===== src/rtl/sf192_mpx_scheduler.sv =====
// sf192_mpx_scheduler: 192 kHz sample scheduler that fetches L/R pairs and publishes L+R / L-R.
// Optional underrun_cnt output is enabled by defining SF192_UNDERRUN_CNT_EN.
module sf192_mpx_scheduler #(
    parameter int CLK_DIV = 521,
    parameter int DW      = 18
) (
    input  logic          clock,
    input  logic          reset,
    input  logic          enable,
    input  logic          in_valid,
    output logic          in_ready,
    input  logic [DW-1:0] left_in,
    input  logic [DW-1:0] right_in,
    output logic          sample_tick,
    output logic [DW:0]   sum_out,
    output logic [DW:0]   diff_out,
    output logic          out_valid,
    output logic          busy,
    output logic          underrun,
`ifdef SF192_UNDERRUN_CNT_EN
    output logic [15:0]   underrun_cnt,
`endif
    input  logic          underrun_clr
);
    typedef enum logic [2:0] {IDLE, FETCH, SUM, DIFF, PUBLISH} state_t;
    localparam logic [15:0] LAST = 16'(CLK_DIV - 1);
    state_t        state;
    logic [15:0]   count;
    logic [DW-1:0] l_reg, r_reg;
    logic [DW:0]   sum_reg, diff_reg;
    logic          urun_ev;
    // A tick seen while still waiting for the source is an underrun; a same-cycle handshake wins.
    assign urun_ev = (state == FETCH) && !in_valid && sample_tick;
    always_ff @(posedge clock or negedge reset) begin
        if (!reset) begin
            count       <= '0;
            sample_tick <= 1'b0;
        end else begin
            sample_tick <= enable && (count == LAST);
            count       <= (!enable || count == LAST) ? '0 : count + 16'd1;
        end
    end
    always_ff @(posedge clock or negedge reset) begin
        if (!reset) begin
            state     <= IDLE;
            in_ready  <= 1'b0;
            busy      <= 1'b0;
            out_valid <= 1'b0;
            l_reg     <= '0;
            r_reg     <= '0;
            sum_reg   <= '0;
            diff_reg  <= '0;
            sum_out   <= '0;
            diff_out  <= '0;
        end else begin
            out_valid <= 1'b0;
            case (state)
                IDLE: if (sample_tick) begin
                    state    <= FETCH;
                    in_ready <= 1'b1;
                    busy     <= 1'b1;
                end
                FETCH: if (in_valid) begin
                    l_reg    <= left_in;
                    r_reg    <= right_in;
                    state    <= SUM;
                    in_ready <= 1'b0;
                end else if (sample_tick) begin
                    state    <= SUM;
                    in_ready <= 1'b0;
                end
                SUM: begin
                    sum_reg <= {l_reg[DW-1], l_reg} + {r_reg[DW-1], r_reg};
                    state   <= DIFF;
                end
                DIFF: begin
                    diff_reg <= {l_reg[DW-1], l_reg} - {r_reg[DW-1], r_reg};
                    state    <= PUBLISH;
                end
                PUBLISH: begin
                    sum_out   <= sum_reg;
                    diff_out  <= diff_reg;
                    out_valid <= 1'b1;
                    busy      <= 1'b0;
                    state     <= IDLE;
                end
                default: begin
                    state    <= IDLE;
                    in_ready <= 1'b0;
                    busy     <= 1'b0;
                end
            endcase
        end
    end
    always_ff @(posedge clock or negedge reset) begin
        if (!reset) underrun <= 1'b0;
        else underrun <= urun_ev ? 1'b1 : underrun_clr ? 1'b0 : underrun;
    end
`ifdef SF192_UNDERRUN_CNT_EN
    always_ff @(posedge clock or negedge reset) begin
        if (!reset) underrun_cnt <= '0;
        else if (urun_ev && underrun_clr) underrun_cnt <= 16'd1;
        else if (urun_ev) underrun_cnt <= (underrun_cnt == 16'hFFFF) ? underrun_cnt : underrun_cnt + 16'd1;
        else if (underrun_clr) underrun_cnt <= '0;
    end
`endif
endmodule


===== config.mk =====
export PLATFORM = sky130hd
export DESIGN_NAME = sf192_mpx_scheduler
export DESIGN_NICKNAME = d
export VERILOG_FILES = /design/src/rtl/sf192_mpx_scheduler.sv
export SDC_FILE = /design/constraint.sdc
export NUM_CORES = 1
export LEC_CHECK = 0
export CORE_MARGIN = 4
export CORE_UTILIZATION = 57
export CTS_CLUSTER_SIZE = 16
export DETAILED_ROUTE_END_ITERATION = 8
export PLACE_DENSITY = 0.81
export SETUP_SLACK_MARGIN = 0.15
export SKIP_LAST_GASP = 1
export SLEW_MARGIN = 40
export SYNTH_ARGS = -nofsm -noshare
export SYNTH_HDL_FRONTEND = slang
export SYNTH_SLANG_ARGS = --single-unit

===== constraint.sdc =====
create_clock -name clock -period 2.7 [get_ports clock]
set_input_delay 0.405 -clock clock [delete_from_list [all_inputs] [get_ports clock]]
set_output_delay 0.405 -clock clock [all_outputs]
set_load 0.05 [all_outputs]

==> impl_summary.txt, run 1 <==
----------------------------------------------------
[Run status]
  Status ... finished clean

[Job]
  Number of maximum-capacitance violations ... 0

[Setup path]
  Crit path kind ... reg2reg
  Max Fanout on Critical Path ... 7
  Largest stage delay, worst path ... 480 ps
  Crit. End Element ... flip-flop
  Master of the slowest instance on the critical path ... sky130_fd_sc_hd__fa_1
  CP Cell Sequence ... inv_1 -> fa_1 -> o21bai_2 -> a21oi_1 -> a2111oi_4 -> o21ai_2 -> nor3b_1 -> a211oi_2
  Crit start category ... flip-flop
  Cell family with most CP delay ... compound AO/OA/AOI/OAI gates
  Combined buffer and inverter count along the critical path ... 1
  Required @ worst endpoint ... 3050 ps
  Arrival @ worst endpoint ... 2750 ps

[Floorplanning]
  Die outline area ... 14,700 sq um
  Placeable core region ... 12,600 sq um
  Chip Width ... 121 um
  # IOs ... 84
  Y dimension of the die ... 121 um
  Initial Util ... 58.2%
  Num rows ... 41

[Drt]
  Iteration count of the initial detailed-routing pass ... 6
  Vias per cell ... 5.70
  Detailed Route Iter0 Violations ... 446
  Post-detailed-route count of antenna-violating nets ... 0
  Met3 routed WL ... 1100 um
  Detailed Route WL ... 17,400 um
  Metal-1 WL ... 7850 um
  Vias after detailed routing ... 5,631
  Met2 wire length ... 8170 um
  # DRC ... 0
  Average routed wire per standard cell ... 17.6 um
  Uppermost routed layer ... met4

[Finish]
  Share of the core filled with cells in the final layout ... 71.1%
  Area overhead of the layout relative to synthesis ... 22.3%
  Fraction of layout instances using a drive strength above 1 ... 16.4%
  Fin cells ... 988
  Filler instances ... 934
  Total inserted antenna cells ... 0
  Number of nets in the final layout ... 884

[STA]
  Clock Skews ... 11.8 ps
  FMAX ... 417 MHz
  Sum of negative setup slack ... 0 ps
  Fin crit period ... 2400 ps
  Period utilisation layout ... 88.8%
  Max-slew violations ... 0
  Setup-violating endpoint count in the final report ... 0
  Worst-case hold slack ... 7.65 ps
  Unrepaired setup endpoints after global routing ... true
  Hold Violations, Final ... 0
  Actual transition at the worst max-transition pin ... 665 ps
  Tightest slew margin relative to the limit ... 55.7%

[Global routing]
  GRT Util Overall ... 25.4%
  Via count of the first global-routing pass ... 5,675
  Pin count of the biggest net entering global routing ... 56
  Antenna violations before repair ... 0
  Remaining global-route overflow ... 0
  Global-route wire length before repair ... 28,900 um

[Synth]
  Predominant post-synthesis flop cell ... sky130_fd_sc_hd__dfrtp_1
  Synthesized Nets ... 804
  Cells after Synth ... 723
  Largest cells by area after synthesis ... sky130_fd_sc_hd__dfrtp_1 (47%), sky130_fd_sc_hd__mux2_2 (8.6%), sky130_fd_sc_hd__ha_1 (6.5%)
  Cell area after synthesis ... 7310 sq um
  Total of flip-flops plus latches after synthesis ... 136
  Post-synth top area share ... 46.5%
  Most frequent cells after synthesis ... sky130_fd_sc_hd__dfrtp_1 (136), sky130_fd_sc_hd__nand2_1 (81), sky130_fd_sc_hd__mux2_2 (56)
  Avg Synthesized Cell Area ... 10.1 sq um
  Cell accounting for the most synthesized area ... sky130_fd_sc_hd__dfrtp_1
  Most repeated cell in the gate-level netlist after synthesis ... sky130_fd_sc_hd__dfrtp_1
  Number of synthesized flops with an enable pin ... 0
  Synth warnings ... 0
  Asr flop ratio synth ... 100%
  Register area share after synthesis ... 46.5%
  Count of unique library cells instantiated by Yosys ... 74

[Power]
  Part of the total power dissipated in combinational logic ... 2.7%
  Net switching power of the design ... 0.992 mW
  Internal Power ... 3.51 mW
  Clock group share of total power ... 51.9%
  Sw frac ... 22.0%
  Pwr per Cell Area ... 504 nW/um^2
  Max IR drop VDD ... 392 uV
  Leak Pwr ... 4.12 nW
  Flop pwr share ... 45.4%
  Overall power after layout ... 4.50 mW

[Hold path]
  Hold Path Class ... in2async

[Placed design]
  Port Buffer Count ... 83
  Placed wire-length estimate ... 13,000 um
  Inst Count DP ... 954
  Gpl congestion ... 0.954

[Clock tree]
  Cell chosen for the clock root ... sky130_fd_sc_hd__clkbuf_16
  Number of buffers added to fix hold violations after cts ... 0
  H-tree depth ... 4
  Clock slew at reported path FFs ... 60 ps
  Buffers from clock root to sink, at most ... 2
  CTS Buf Count ... 17
  Clk Latency, worst-skew pair ... 430 ps
  Number of clock sinks ... 136
  CTS tree ... done

----------------------------------------------------
[final timing paths]
check / start / end / depth (start not counted) / slack [ps]
min in group clock: sum_reg[5] / sum_reg[5] / 2 / 480
max in group asynchronous: reset / r_reg[4] / 2 / 2030
max: l_reg[1] / sum_reg[14] / 8 / 300
min reg2reg: sum_reg[5] / sum_reg[5] / 2 / 480
min: reset / out_valid / 1 / 8
max reg2reg: l_reg[1] / sum_reg[14] / 8 / 300
[what timing repair did]
action                     4_1_cts  5_1_grt
resized for setup                0        2
setup endpoints to repair        0        2
buffers inserted                 0        2
hold endpoints to repair         0        0
[cell families after synthesis]
family,Yosys count,synth area share (%)
and+or+nand+nor,220,14.2
AOI/OAI and AO/OA,154,14.3
DFF,136,46.5
buffers and inverters,80,4.76
muxes,59,9.03
adders and majority gates,40,7.05
xor gates and xnor gates,34,4.07
[metal layers]
| layer | GRT usage [%] | up-vias |
|---|---|---|
| li1 | - | 2676 |
| met3 | 6.76 | 24 |
| met5 | 0 | - |
| met4 | 7.91 | 0 |
| met2 | 38.8 | 178 |
| met1 | 35.7 | 2753 |
[per-stage QoR]
stage               setup WS [ps]  cell area (sq um)
global route                  140               8940
CTS                           251               8920
finish                        302               8940
floorplan                     507               7310
global placement              370               8320
detailed placement            291               8320
[power groups by stage]
stage / clock network, mW / logic [mW] / registers (mW)
global placement: 0 / 0.122 / 2.08
finish: 2.34 / 0.121 / 2.05
detailed placement: 0 / 0.123 / 2.08
CTS: 2.36 / 0.124 / 2.05
global route: 2.48 / 0.135 / 2.05
floorplan: 0 / 0.0118 / 2.08
[cells in the final DEF (no fill, tap or decap), types with 4 or more instances in the layout]
master,Yosys,layout
sky130_fd_sc_hd__nand2b_1,6,6
sky130_fd_sc_hd__xor2_1,12,12
sky130_fd_sc_hd__inv_1,37,37
sky130_fd_sc_hd__and3_1,10,10
sky130_fd_sc_hd__nor2_1,49,49
sky130_fd_sc_hd__dfrtp_1,136,136
sky130_fd_sc_hd__buf_4,1,16
sky130_fd_sc_hd__nor3_1,12,12
sky130_fd_sc_hd__clkbuf_16,0,17
sky130_fd_sc_hd__a211oi_2,4,4
sky130_fd_sc_hd__ha_1,38,38
sky130_fd_sc_hd__a21oi_1,33,33
sky130_fd_sc_hd__nand3_1,22,22
sky130_fd_sc_hd__mux2_2,56,56
sky130_fd_sc_hd__a31oi_1,4,4
sky130_fd_sc_hd__clkdlybuf4s50_1,0,82
sky130_fd_sc_hd__o21bai_1,5,5
sky130_fd_sc_hd__nor2b_1,7,7
sky130_fd_sc_hd__or3_1,4,4
sky130_fd_sc_hd__nand2_1,81,81
sky130_fd_sc_hd__nand4_1,7,7
sky130_fd_sc_hd__xnor2_1,22,22
sky130_fd_sc_hd__o21ai_0,54,54
sky130_fd_sc_hd__o2111ai_1,5,5
sky130_fd_sc_hd__o21ai_1,5,5
sky130_fd_sc_hd__inv_6,0,4
[final cells by class]
class                      instances  area (sq um)  share of cell area [%]
multi-input combinational        507          3570                    39.9
sequential                       136          3400                    38.1
clock buffer                      18           439                    4.91
clock inverter                    14           163                    1.82
inverter                          40           150                    1.68
tap                              172           215                    2.41
timing repair buffer             101          1000                    11.2
(Power assumes the default switching activity.)
==> run 2, diff against run 1 <==
- TNS_END_PERCENT: unset -> 30
==> results of run 2 <==
The final DEF is identical to that of run 1; final timing and power are the same.
==> run 3, diff against run 2 <==
- MAX_ROUTING_LAYER: unset -> met4
==> run 3 against run 2 <==
Compared with the run above:
- global-route usage rose by 0.69 points
- die area did not move
- clock power up 11%
- count of clock-buffer cells in the layout grew 1
- critical path type unchanged
- critical endpoint is now diff_reg[16]
==> impl_summary.txt, run 3 (synthesis gave the netlist of run 1 again) <==
----------------------------------------------------
[Setup path]
  Master of the slowest instance on the critical path ... sky130_fd_sc_hd__fa_1
  Cell repeated most along the worst path ... sky130_fd_sc_hd__inv_1
  Required @ worst endpoint ... 3040 ps (about the same)
  Worst setup path startpoint ... l_reg[0]
  Combined buffer and inverter count along the critical path ... 2 (+1)
  Max Fanout on Critical Path ... 4 (-3)
  Arrival @ worst endpoint ... 2770 ps (+20 ps)
  Largest stage delay, worst path ... 400 ps (-80 ps)
  Worst flop-to-flop path startpoint ... l_reg[0]
  CP Depth ... 10 (+2)
  CP Cell Sequence ... inv_1 -> ha_1 -> inv_1 -> fa_1 -> a21o_2 -> a221oi_4 -> nand2_2 -> and3_1 -> or3_1 -> o2111ai_1
  Crit start category ... flip-flop
  Crit path kind ... reg2reg
  End of the worst register-to-register path ... diff_reg[16]
  Cell family with most CP delay ... compound AO/OA/AOI/OAI gates
  Logic depth of the worst register-to-register path ... 10 (+2)
  Worst setup endpoint ... diff_reg[16]
  Flop-to-flop setup slack ... 260 ps (-40 ps)
  Crit. End Element ... flip-flop

[Drt]
  Post-detailed-route count of antenna-violating nets ... 0 (unchanged)
  Vias after detailed routing ... 5,723 (+1.6%)
  Iteration count of the initial detailed-routing pass ... 5 (-1)
  # DRC ... 0 (unchanged)
  Average routed wire per standard cell ... 17.8 um (+1.2%)
  Detailed Route Iter0 Violations ... 507 (+14%)
  Vias per cell ... 5.81 (+1.9%)
  Detailed Route WL ... 17,600 um (+0.90%)

[Clock tree]
  CTS tree ... done
  H-tree depth ... 4 (unchanged)
  CTS Buf Count ... 17 (unchanged)
  Number of clock sinks ... 136 (unchanged)
  Clock slew at reported path FFs ... 60 ps (about the same)
  Cell chosen for the clock root ... sky130_fd_sc_hd__clkbuf_16
  Buffers from clock root to sink, at most ... 2 (unchanged)
  Clk Latency, worst-skew pair ... 430 ps (about the same)

[Finish]
  Filler instances ... 931 (-0.32%)
  Most frequent cells in the layout ... sky130_fd_sc_hd__dfrtp_1 (136), sky130_fd_sc_hd__clkdlybuf4s50_1 (82), sky130_fd_sc_hd__nand2_1 (81)
  Share of the core filled with cells in the final layout ... 71.6% (+0.45 points)
  Total inserted antenna cells ... 0 (unchanged)
  Total area of sequential cells ... 3400 sq um (unchanged)
  Most common cell after layout, fill and taps aside ... sky130_fd_sc_hd__dfrtp_1
  Fraction of layout instances using a drive strength above 1 ... 16.1% (-0.31 points)
  Footprint of the multi-input gates ... 3580 sq um (+0.25%)
  Area overhead of the layout relative to synthesis ... 23.0%
  Number of nets in the final layout ... 881 (-0.34%)

[STA]
  Setup-violating endpoint count in the final report ... 0 (unchanged)
  Hold Violations, Final ... 0 (unchanged)
  Fin crit period ... 2440 ps (+38.5 ps)
  Clock Skews ... 7.89 ps (-3.96 ps)
  Worst-case hold slack ... 483 ps (+476 ps)
  Actual transition at the worst max-transition pin ... 613 ps (-52.2 ps)
  Period utilisation layout ... 90.3% (+1.4 points)
  Max-slew violations ... 0 (unchanged)
  Tightest slew margin relative to the limit ... 59.1% (+3.5 points)
  Unrepaired setup endpoints after global routing ... true
  FMAX ... 410 MHz (-1.6%)
  Sum of negative setup slack ... 0 ps (unchanged)
  Final critical-path setup slack ... 263 ps (-38.5 ps)

[Power]
  Net switching power of the design ... 0.965 mW (-2.8%)
  Flop pwr share ... 42.9% (-2.5 points)
  Sw frac ... 20.2% (-1.8 points)
  Internal Power ... 3.80 mW (+8.3%)
  Part of the total power dissipated in combinational logic ... 2.5% (-0.2 points)
  Max IR drop VDD ... 316 uV (-19%)
  Clock group share of total power ... 54.5% (+2.6 points)
  Pwr per Cell Area ... 530 nW/um^2 (+5.2%)
  Leak Pwr ... 4.14 nW (+0.42%)

[Floorplanning]
  Num rows ... 41 (unchanged)
  Y dimension of the die ... 121 um (unchanged)
  Placeable core region ... 12,600 sq um (unchanged)
  # IOs ... 84 (unchanged)
  Chip Width ... 121 um (unchanged)
  Die outline area ... 14,700 sq um (unchanged)
  Initial Util ... 58.2% (unchanged)

[Global routing]
  Antenna violations before repair ... 0 (unchanged)
  GRT Util Overall ... 26.1% (+0.69 points)
  Via count of the first global-routing pass ... 5,768 (+1.6%)
  Remaining global-route overflow ... 0 (unchanged)
  Global-route wire length before repair ... 29,100 um (+0.81%)
  Pin count of the biggest net entering global routing ... 56 (unchanged)

[Job]
  Number of maximum-capacitance violations ... 0 (unchanged)

[Placed design]
  Worst setup slack before clock tree synthesis ... 307 ps (+16.0 ps)
  Placed wire-length estimate ... 12,900 um (-0.38%)
  Port Buffer Count ... 83 (unchanged)
  Gpl congestion ... 0.936 (-1.9%)

[Run status]
  Status ... finished clean

[Hold path]
  Depth of the worst hold-timing path ... 2
  Hold Path Class ... reg2reg

----------------------------------------------------
run 3: worst min-delay path by stage:
stage	slack, ps	to	from
5_1_grt	510	sum_reg[3]	sum_reg[3]
6_report	480	diff_reg[1]	diff_reg[1]
3_3_place_gp	430	out_valid	reset
3_5_place_dp	440	diff_out[17]	reset
2_1_floorplan	110	busy	reset
4_1_cts	490	sum_reg[12]	sum_reg[12]
run 3: per-stage QoR:
stage	total power [mW]	instances	cell area, sq um
2_1_floorplan	2.09	723	7310
3_3_place_gp	2.20	950	8290
3_5_place_dp	2.21	950	8290
4_1_cts	4.80	983	8970
5_1_grt	4.92	985	9000
6_report	4.77	985	9000
run 3: layer usage:
metal | wire [um] | share of wire, % | vias to the layer above | global-route usage (%)
met1 | 8210 | 47 | 2833 | 36.0
met2 | 8180 | 47 | 176 | 39.1
met3 | 903 | 5.1 | 33 | 5.55
met5 | 0 | 0 | - | -
li1 | - | - | 2681 | -
met4 | 282 | 1.6 | 0 | 8.26
run 3: area by class of cell:
class,instances,area share (%)
multi-input combinational,507,39.8
timing repair buffer,98,10.9
tap,172,2.39
clock inverter,13,2.41
clock buffer,19,5.03
sequential,136,37.8
inverter,40,1.67
run 3: timing repair:
action,in CTS,in global routing
endpoints found under the hold margin,40,0
hold buffers,1,0
setup endpoints to repair,0,1
setup buffers,0,2
resized for setup,0,2
run 3: tightest hold or removal path: stages (launching register included):
cell                      delay [ps]
sky130_fd_sc_hd__dfrtp_1         340
sky130_fd_sc_hd__nand2_1          50
sky130_fd_sc_hd__nand2_1          50
run 3: power by group through the flow:
stage	sequential (mW)	clock (mW)	combinational, mW
4_1_cts	2.05	2.63	0.125
2_1_floorplan	2.08	0	0.0118
3_3_place_gp	2.08	0	0.120
6_report	2.05	2.60	0.121
3_5_place_dp	2.08	0	0.123
5_1_grt	2.05	2.74	0.136
